--- src/rtl/dram_arb_pkg.sv ---
// Shared types and constants for the DRAM command-port arbiter.
package dram_arb_pkg;

    typedef enum logic [0:0] {
        StIdle,
        StHold
    } arb_state_e;

    localparam int unsigned DefAdxW  = 27;
    localparam int unsigned DefDataW = 128;
    localparam int unsigned CreditW  = 4;
    localparam int unsigned BurstW   = 8;

endpackage

--- src/rtl/dram_rd_credit.sv ---
// Outstanding-read credit counter: up on read accept, down on data return, sticky underflow flag.
module dram_rd_credit
    import dram_arb_pkg::*;
#(
    parameter int unsigned MAX_OUT = 4
) (
    input  logic               clk,
    input  logic               reset,
    input  logic               inc,
    input  logic               dec,
    output logic [CreditW-1:0] count,
    output logic               at_limit,
    output logic               credit_err
);

    logic [CreditW-1:0] count_q, count_d;
    logic               err_q, err_d;

    always_comb begin
        count_d = count_q;
        err_d   = err_q;
        if (inc && !dec) begin
            if (count_q != '1) count_d = count_q + CreditW'(1);
        end else if (dec && !inc) begin
            // A return with nothing outstanding is a requester bug; hold at zero and flag it.
            if (count_q == '0) err_d = 1'b1;
            else               count_d = count_q - CreditW'(1);
        end
    end

    always_ff @(posedge clk) begin
        if (reset) begin
            count_q <= '0;
            err_q   <= 1'b0;
        end else begin
            count_q <= count_d;
            err_q   <= err_d;
        end
    end

    assign count      = count_q;
    assign at_limit   = (count_q >= CreditW'(MAX_OUT));
    assign credit_err = err_q;

endmodule

--- src/rtl/dram_req_arbiter.sv ---
// Write-priority arbiter for the DDR2 command port with read starvation limit and read credits.
module dram_req_arbiter
    import dram_arb_pkg::*;
#(
    parameter int unsigned ADX_W              = DefAdxW,
    parameter int unsigned DATA_W             = DefDataW,
    parameter int unsigned WR_BURST_MAX       = 8,
    parameter int unsigned RD_OUTSTANDING_MAX = 4
) (
    input  logic               clk,
    input  logic               reset,
    input  logic               wr_req,
    input  logic [ADX_W-1:0]   wr_adx,
    input  logic [DATA_W-1:0]  wr_data,
    output logic               wr_ack,
    input  logic               rd_req,
    input  logic [ADX_W-1:0]   rd_adx,
    output logic               rd_ack,
    input  logic               rd_return,
    output logic               mem_cmd_valid,
    input  logic               mem_cmd_ready,
    output logic               mem_cmd_write,
    output logic [ADX_W-1:0]   mem_cmd_adx,
    output logic [DATA_W-1:0]  mem_cmd_data,
    output logic [CreditW-1:0] rd_outstanding,
    output logic               credit_err,
    output logic               busy
);

    arb_state_e        state_q, state_d;
    logic [ADX_W-1:0]  adx_q;
    logic [DATA_W-1:0] data_q;
    logic              write_q;
    logic              wr_ack_q, rd_ack_q;
    logic [BurstW-1:0] burst_q, burst_d;

    logic rd_at_limit;
    logic wr_elig, rd_elig, rd_win;
    logic wr_grant, rd_grant, rd_accept;

    always_comb begin
        wr_elig  = wr_req;
        rd_elig  = rd_req && !rd_at_limit;
        // Reads win only when writes are absent or have used up their burst allowance.
        rd_win   = rd_elig && (!wr_elig || (burst_q >= BurstW'(WR_BURST_MAX)));
        wr_grant = (state_q == StIdle) && wr_elig && !rd_win;
        rd_grant = (state_q == StIdle) && rd_win;

        state_d = state_q;
        unique case (state_q)
            StIdle: if (wr_grant || rd_grant) state_d = StHold;
            StHold: if (mem_cmd_ready)        state_d = StIdle;
        endcase

        burst_d = burst_q;
        if (rd_grant || !rd_req) begin
            burst_d = '0;
        end else if (wr_grant && (burst_q != '1)) begin
            burst_d = burst_q + BurstW'(1);
        end
    end

    always_ff @(posedge clk) begin
        if (reset) begin
            state_q  <= StIdle;
            adx_q    <= '0;
            data_q   <= '0;
            write_q  <= 1'b0;
            wr_ack_q <= 1'b0;
            rd_ack_q <= 1'b0;
            burst_q  <= '0;
        end else begin
            state_q  <= state_d;
            wr_ack_q <= wr_grant;
            rd_ack_q <= rd_grant;
            burst_q  <= burst_d;
            if (wr_grant) begin
                adx_q   <= wr_adx;
                data_q  <= wr_data;
                write_q <= 1'b1;
            end else if (rd_grant) begin
                adx_q   <= rd_adx;
                write_q <= 1'b0;
            end
        end
    end

    assign mem_cmd_valid = (state_q == StHold);
    assign mem_cmd_write = write_q;
    assign mem_cmd_adx   = adx_q;
    assign mem_cmd_data  = data_q;
    assign wr_ack        = wr_ack_q;
    assign rd_ack        = rd_ack_q;
    assign rd_accept     = mem_cmd_valid && mem_cmd_ready && !write_q;

    dram_rd_credit #(
        .MAX_OUT (RD_OUTSTANDING_MAX)
    ) u_rd_credit (
        .clk        (clk),
        .reset      (reset),
        .inc        (rd_accept),
        .dec        (rd_return),
        .count      (rd_outstanding),
        .at_limit   (rd_at_limit),
        .credit_err (credit_err)
    );

    assign busy = mem_cmd_valid || (rd_outstanding != '0);

endmodule

--- config.mk ---
export PLATFORM = sky130hd
export DESIGN_NAME = dram_req_arbiter
export DESIGN_NICKNAME = d
export VERILOG_FILES = /design/src/rtl/dram_arb_pkg.sv /design/src/rtl/dram_rd_credit.sv /design/src/rtl/dram_req_arbiter.sv
export SDC_FILE = /design/constraint.sdc
export NUM_CORES = 1
export LEC_CHECK = 0
export ABC_CLOCK_PERIOD_IN_PS = 2600
export BUFFER_PORTS_ARGS = -buffer_cell sky130_fd_sc_hd__buf_2
export CORE_UTILIZATION = 30
export DETAILED_ROUTE_END_ITERATION = 8
export GPL_ROUTABILITY_DRIVEN = 1
export PLACE_DENSITY = 0.7
export SLEW_MARGIN = 0
export SYNTH_ARGS = -nofsm -noshare
export SYNTH_HDL_FRONTEND = slang
export SYNTH_SLANG_ARGS = --single-unit
--- constraint.sdc ---
create_clock -name clk -period 2.6 [get_ports clk]
set_input_delay 0.52 -clock clk [delete_from_list [all_inputs] [get_ports clk]]
set_output_delay 0.52 -clock clk [all_outputs]
set_load 0.1 [all_outputs]
### Word level (Yosys, flattened, before mapping)

Cells that the tools add are included.

* register bits: 172
* input port bits: 188

* add/sub/neg operators: 3
* $lt $le $gt $ge: 2
* equal/unequal tests: 4
* mux-type cells: 11
* bitwise gates (word level): 2
* reductions and logical operators: 28

Operators with widths (number)
* $mux 27: 2
* $mux 4: 4
* $logic_and 1x1->1: 10
* $add 8x1->8 const B: 1
* $ge 8x4->1 const B: 1
* $ne 8x8->1 const B: 1
* $logic_not 1->1: 7
* $reduce_and 3->1: 2
* $add 4x1->4 const B: 1
* $ge 4x3->1 const B: 1
* $logic_not 4->1: 1
* $logic_or 1x1->1: 4
* $mux 1: 4
* $ne 4x4->1 const B: 1
* $reduce_bool 2->1: 2
* $reduce_bool 4->1: 1
* $sub 4x1->4 const B: 1
* $ne 2x1->1 const B: 1
* $ne 2x2->1 const B: 1
* $not 1->1: 2
* $pmux 1 s2: 1
* $reduce_or 2->1: 1

### Longest topological paths before layout

* word-level depth: 9
* mapped depth: 8
* mapped depth without buffers: 8

### Modules after synthesis

A second synthesis with hierarchy kept.

* cells, all modules: 769
* area total of the unflattened synthesis: 6516.2 sq um

By module, submodules not included
* dram_req_arbiter: instances 1, cells an instance 731, area an instance 6158.4 sq um
* dram_rd_credit: instances 1, cells an instance 38, area an instance 357.8 sq um

### Least setup slack after synthesis

Ideal clock, no wire load.

* kind: reg2reg
* start: reg state_q (netlist: mem_cmd_valid)
* end: reg u_rd_credit.count_q[3] (netlist: u_rd_credit.count[3])
* library setup time: 132 ps
* arrival: 2614 ps
* path slack: -146 ps
* stages on the path, launching flop included: 9
* path buffers: 0
* cell sequence: dfxtp_1 -> nand3b_1 -> or2_2 -> ha_1 -> a21o_1 -> a21oi_1 -> xnor2_1 -> a21bo_2 -> a21oi_1

* cells in the longest elaborated chain, start to end: 6

Ends and longest elaborated chain
* start: declaration: RTL line dram_req_arbiter.sv:30 `arb_state_e state_q, state_d;`
* start signal: assignment: RTL line dram_req_arbiter.sv:65 `state_q <= StIdle;`
* start signal: assignment: RTL line dram_req_arbiter.sv:73 `state_q <= state_d;`
* $logic_and 1x1->1 * (2 in a row): RTL line dram_req_arbiter.sv:94 `assign rd_accept = mem_cmd_valid && mem_cmd_ready && !write_q;`
* $logic_not 1->1: RTL line dram_rd_credit.sv:24 `end else if (dec && !inc) begin`
* $logic_and 1x1->1: RTL line dram_rd_credit.sv:24
* $reduce_bool 2->1 (no line)
* $reduce_and 3->1 (no line)
* end signal: assignment: RTL line dram_rd_credit.sv:36 `count_q <= count_d;`
* end: declaration: RTL line dram_rd_credit.sv:16 `logic [CreditW-1:0] count_q, count_d;`

Every way passes the cells marked *; elsewhere a longest branch is shown, timed or not.
A chain may end at the register's enable or synchronous reset.

### Worst setup path in the final report

* start: reg u_rd_credit.count_q[0] (netlist: u_rd_credit.count[0])
* end: out busy

* cells in the longest elaborated chain, start to end: 2

Ends and longest elaborated chain
* $reduce_bool 4->1: RTL line dram_req_arbiter.sv:108 `assign busy = mem_cmd_valid || (rd_outstanding != '0);`
* $logic_or 1x1->1: RTL line dram_req_arbiter.sv:108
* end: declaration: RTL line dram_req_arbiter.sv:27 `output logic busy`

Every way passes these cells.

==> flow_summary.toml <==
[drt]
post_drt_via_cell_ratio = 4.54
remaining_drc_errors = 0
route.final.wire_length_mm = 17.7
remaining_number_of_nets_flagged_by_the_antenna_check_after_routing = 0
drtPass1Iterations = 4
drt-initial-drc-count = 222
wire_per_inst_um = 13.0
route.vias.total = 6178

[synth]
syn_inst_count = 745
netlist_top_cells_area = "sky130_fd_sc_hd__dfxtp_1 (54%), sky130_fd_sc_hd__nand2_1 (15%), sky130_fd_sc_hd__a21oi_1 (11%)"
synth_enable_flop_cells = 0
postSynth.topFlopCell = "sky130_fd_sc_hd__dfxtp_1"
synth_async_sr_flop_share_pct = 0
synth.avg_cell_area_um2 = 8.53
ys_ff_latch = 172
synth-seq-area-share_pct = 54.2
synth_top_cell_area_share_pct = 54.2
yosys.area.top_type = "sky130_fd_sc_hd__dfxtp_1"
yosys.cell_types.count = 40
postSynthNetCount = 938
syn_area_um2 = 6360
synthesis.yosys.warnings = 0

[placed_design]
port_buffers = 352
dp.cells = 1329
gp_congestion = 0.804
dp_hpwl_mm = 12.6

[finish]
fillCellCount = 2063
final_cell_mix = "sky130_fd_sc_hd__buf_2 (351), sky130_fd_sc_hd__nand2_1 (260), sky130_fd_sc_hd__dfxtp_1 (171), sky130_fd_sc_hd__a21oi_1 (137), sky130_fd_sc_hd__mux2i_1 (28)"
area_growth_syn_to_layout_pct = 41.2
fin_nets = 1271
post_route_cells_drive_above_1_share_pct = 37.1
n_antenna_cell = 0
multi_input_comb_area_um2 = 2650
layout.cells.non_filler = 1360
mostFrequentLayoutCell = "sky130_fd_sc_hd__buf_2"
register_area_um2 = 3440

[global_routing]
first_global_vias = 5809
track_usage_pct = 15.9
grt_overflow_total = 0
first_pass_grt_wire_length_mm = 28.0
antenna_found_initial = 0
grt_max_degree = 61

[floorplanning]
floorplan.die.height_um = 148
placementRows = 52
area_of_the_core_region_um2 = 20500
die-area_um2 = 21800
design.portCount = 353
die_w_um = 148
start_util_pct = 31.0

[worst_hold_path]
hold_path.class = "primary input to flop"

[setup_path]
type_of_the_worst_setup_path = "flop to output pin"
crit_required_ns = 2.08
worstSetupStartpointType = "flop"
timing.critical_path.fanout_max = 6
endpoint_kind = "output pin"
critical_path_arrival_ns = 1.63

[sta]
tightestPinTransition_ns = 0.649
timing.final.crit_period_ns = 2.15
timing.final.setup_violations = 0
timing.final.hold_violations = 0
grt_setup_unrepaired = "false"
final_min_period_over_clock_period_pct = 82.7
fmax_ghz = 0.465
timing_max_transition_violations_final = 0
sum_of_negative_setup_slack_ns = 0
worst_slew_margin_rel_pct = 56.7
worst_clock_skew_ns = 0.0109

[clock_network]
cts.path.max_buffers = 2
worst_setup_hold_path_clk_slew_ns = 0.06
cts_tree = "yes"
cts.hold.buffers_added = 0
clk_root_buffer_cell = "sky130_fd_sc_hd__clkbuf_16"
htreeDepth = 4
numCtsBuffers = 17
clock-sinks = 172
cts-resized-gates = 0
worstSkewPairLatency_ns = 0.42
cts_setup_buffers = 0

[power]
worst_ir_drop_vdd_uv = 438
leakagePower_nw = 4.27
power.density_cell_area_nw_per_um2 = 1040

[flow_run]
timing.max_cap.violations = 0

[status]
outcome = "completed"
[final timing paths]
| check | start | to | slack (ns) | cells past startpoint |
|---|---|---|---|---|
| worst min register to register | mem_cmd_data[2] | mem_cmd_data[2] | 0.45 | 2 |
| worst max-delay path | u_rd_credit.count[0] | busy | 0.45 | 3 |
| worst max register to register | burst_q[3] | mem_cmd_data[97] | 0.49 | 7 |
| worst min-delay path | mem_cmd_ready | mem_cmd_valid | 0.29 | 2 |
[registers in the layout, indices dropped and copies added (netlist names)]
name	cells
burst_q	8
mem_cmd_write	1
u_rd_credit.credit_err	1
rd_ack	1
mem_cmd_adx	27
mem_cmd_data	128
wr_ack	1
mem_cmd_valid	1
u_rd_credit.count	4
[power by group]
group / internal (mW) / switching (mW)
logic: 0.695 / 2.96
registers: 2.93 / 0.172
clock network: 1.52 / 1.08
total: 5.14 / 4.21
[cells in the mapped netlist, types with 2 or more instances]
library cell and number:
sky130_fd_sc_hd__dfxtp_1 172, sky130_fd_sc_hd__nor2b_1 2, sky130_fd_sc_hd__nand3b_1 5, sky130_fd_sc_hd__clkbuf_1 33, sky130_fd_sc_hd__a211oi_1 4, sky130_fd_sc_hd__nand3_1 3, sky130_fd_sc_hd__mux2i_1 28, sky130_fd_sc_hd__and3_1 2
sky130_fd_sc_hd__inv_1 2, sky130_fd_sc_hd__nand2_1 261, sky130_fd_sc_hd__a21oi_1 137, sky130_fd_sc_hd__nand2b_1 2, sky130_fd_sc_hd__ha_1 4, sky130_fd_sc_hd__buf_2 10, sky130_fd_sc_hd__nor3_1 3, sky130_fd_sc_hd__o2bb2ai_1 27
sky130_fd_sc_hd__nand4_1 2, sky130_fd_sc_hd__buf_4 2, sky130_fd_sc_hd__or2_2 2, sky130_fd_sc_hd__nor2_1 15, sky130_fd_sc_hd__xnor2_1 4, sky130_fd_sc_hd__or3_1 2, sky130_fd_sc_hd__buf_6 6
[layout make-up]
type / instances / share of cell area (%)
flip-flops and latches: 172 / 38.4
multi-input cells: 519 / 29.5
repair buffers: 366 / 21.7
clock buffers: 18 / 4.78
well taps: 270 / 3.76
clock inverters: 13 / 1.84
inverters: 2 / 0.0836
[worst max-delay path, stage by stage (launching register included)]
cell and delay, ns:
sky130_fd_sc_hd__dfxtp_1 0.38, sky130_fd_sc_hd__nor4_1 0.43, sky130_fd_sc_hd__nand2b_1 0.09, sky130_fd_sc_hd__buf_2 0.30
[cell families (layout without fill, tap and decap cells)]
family	Yosys count	in the layout	share of synthesized area [%]
AOI/OAI and AO/OA	176	176	16.0
DFF	172	172	54.2
muxes	28	28	4.41
and+or+nand+nor	305	305	19.3
xor gates and xnor gates	5	5	0.689
adders and majority gates	5	5	1.10
buffers and inverters	54	399	4.39
[through the flow]
step | utilization (%) | hold WS [ns] | power (mW) | setup slack [ns] | cell area (µm²)
after floorplan | - | 0.464 | 6.15 | 0.106 | 6360
after global placement | 40.9 | 0.439 | 6.79 | 0.341 | 8380
after detailed placement | 40.9 | 0.442 | 6.83 | 0.310 | 8380
after CTS | 43.8 | 0.274 | 9.45 | 0.431 | 8980
after global routing | 43.8 | 0.272 | 9.75 | 0.330 | 8980
final | 43.8 | 0.292 | 9.35 | 0.450 | 8980
[layer usage]
| metal | track usage (%) | up-vias | wire, µm |
|---|---|---|---|
| met5 | 0 | - | 0 |
| met4 | 5.36 | 0 | 285 |
| met3 | 3.83 | 21 | 947 |
| met2 | 28.2 | 200 | 8830 |
| met1 | 18.6 | 2811 | 7650 |
| li1 | - | 3146 | - |
(Power assumes the default switching activity.)
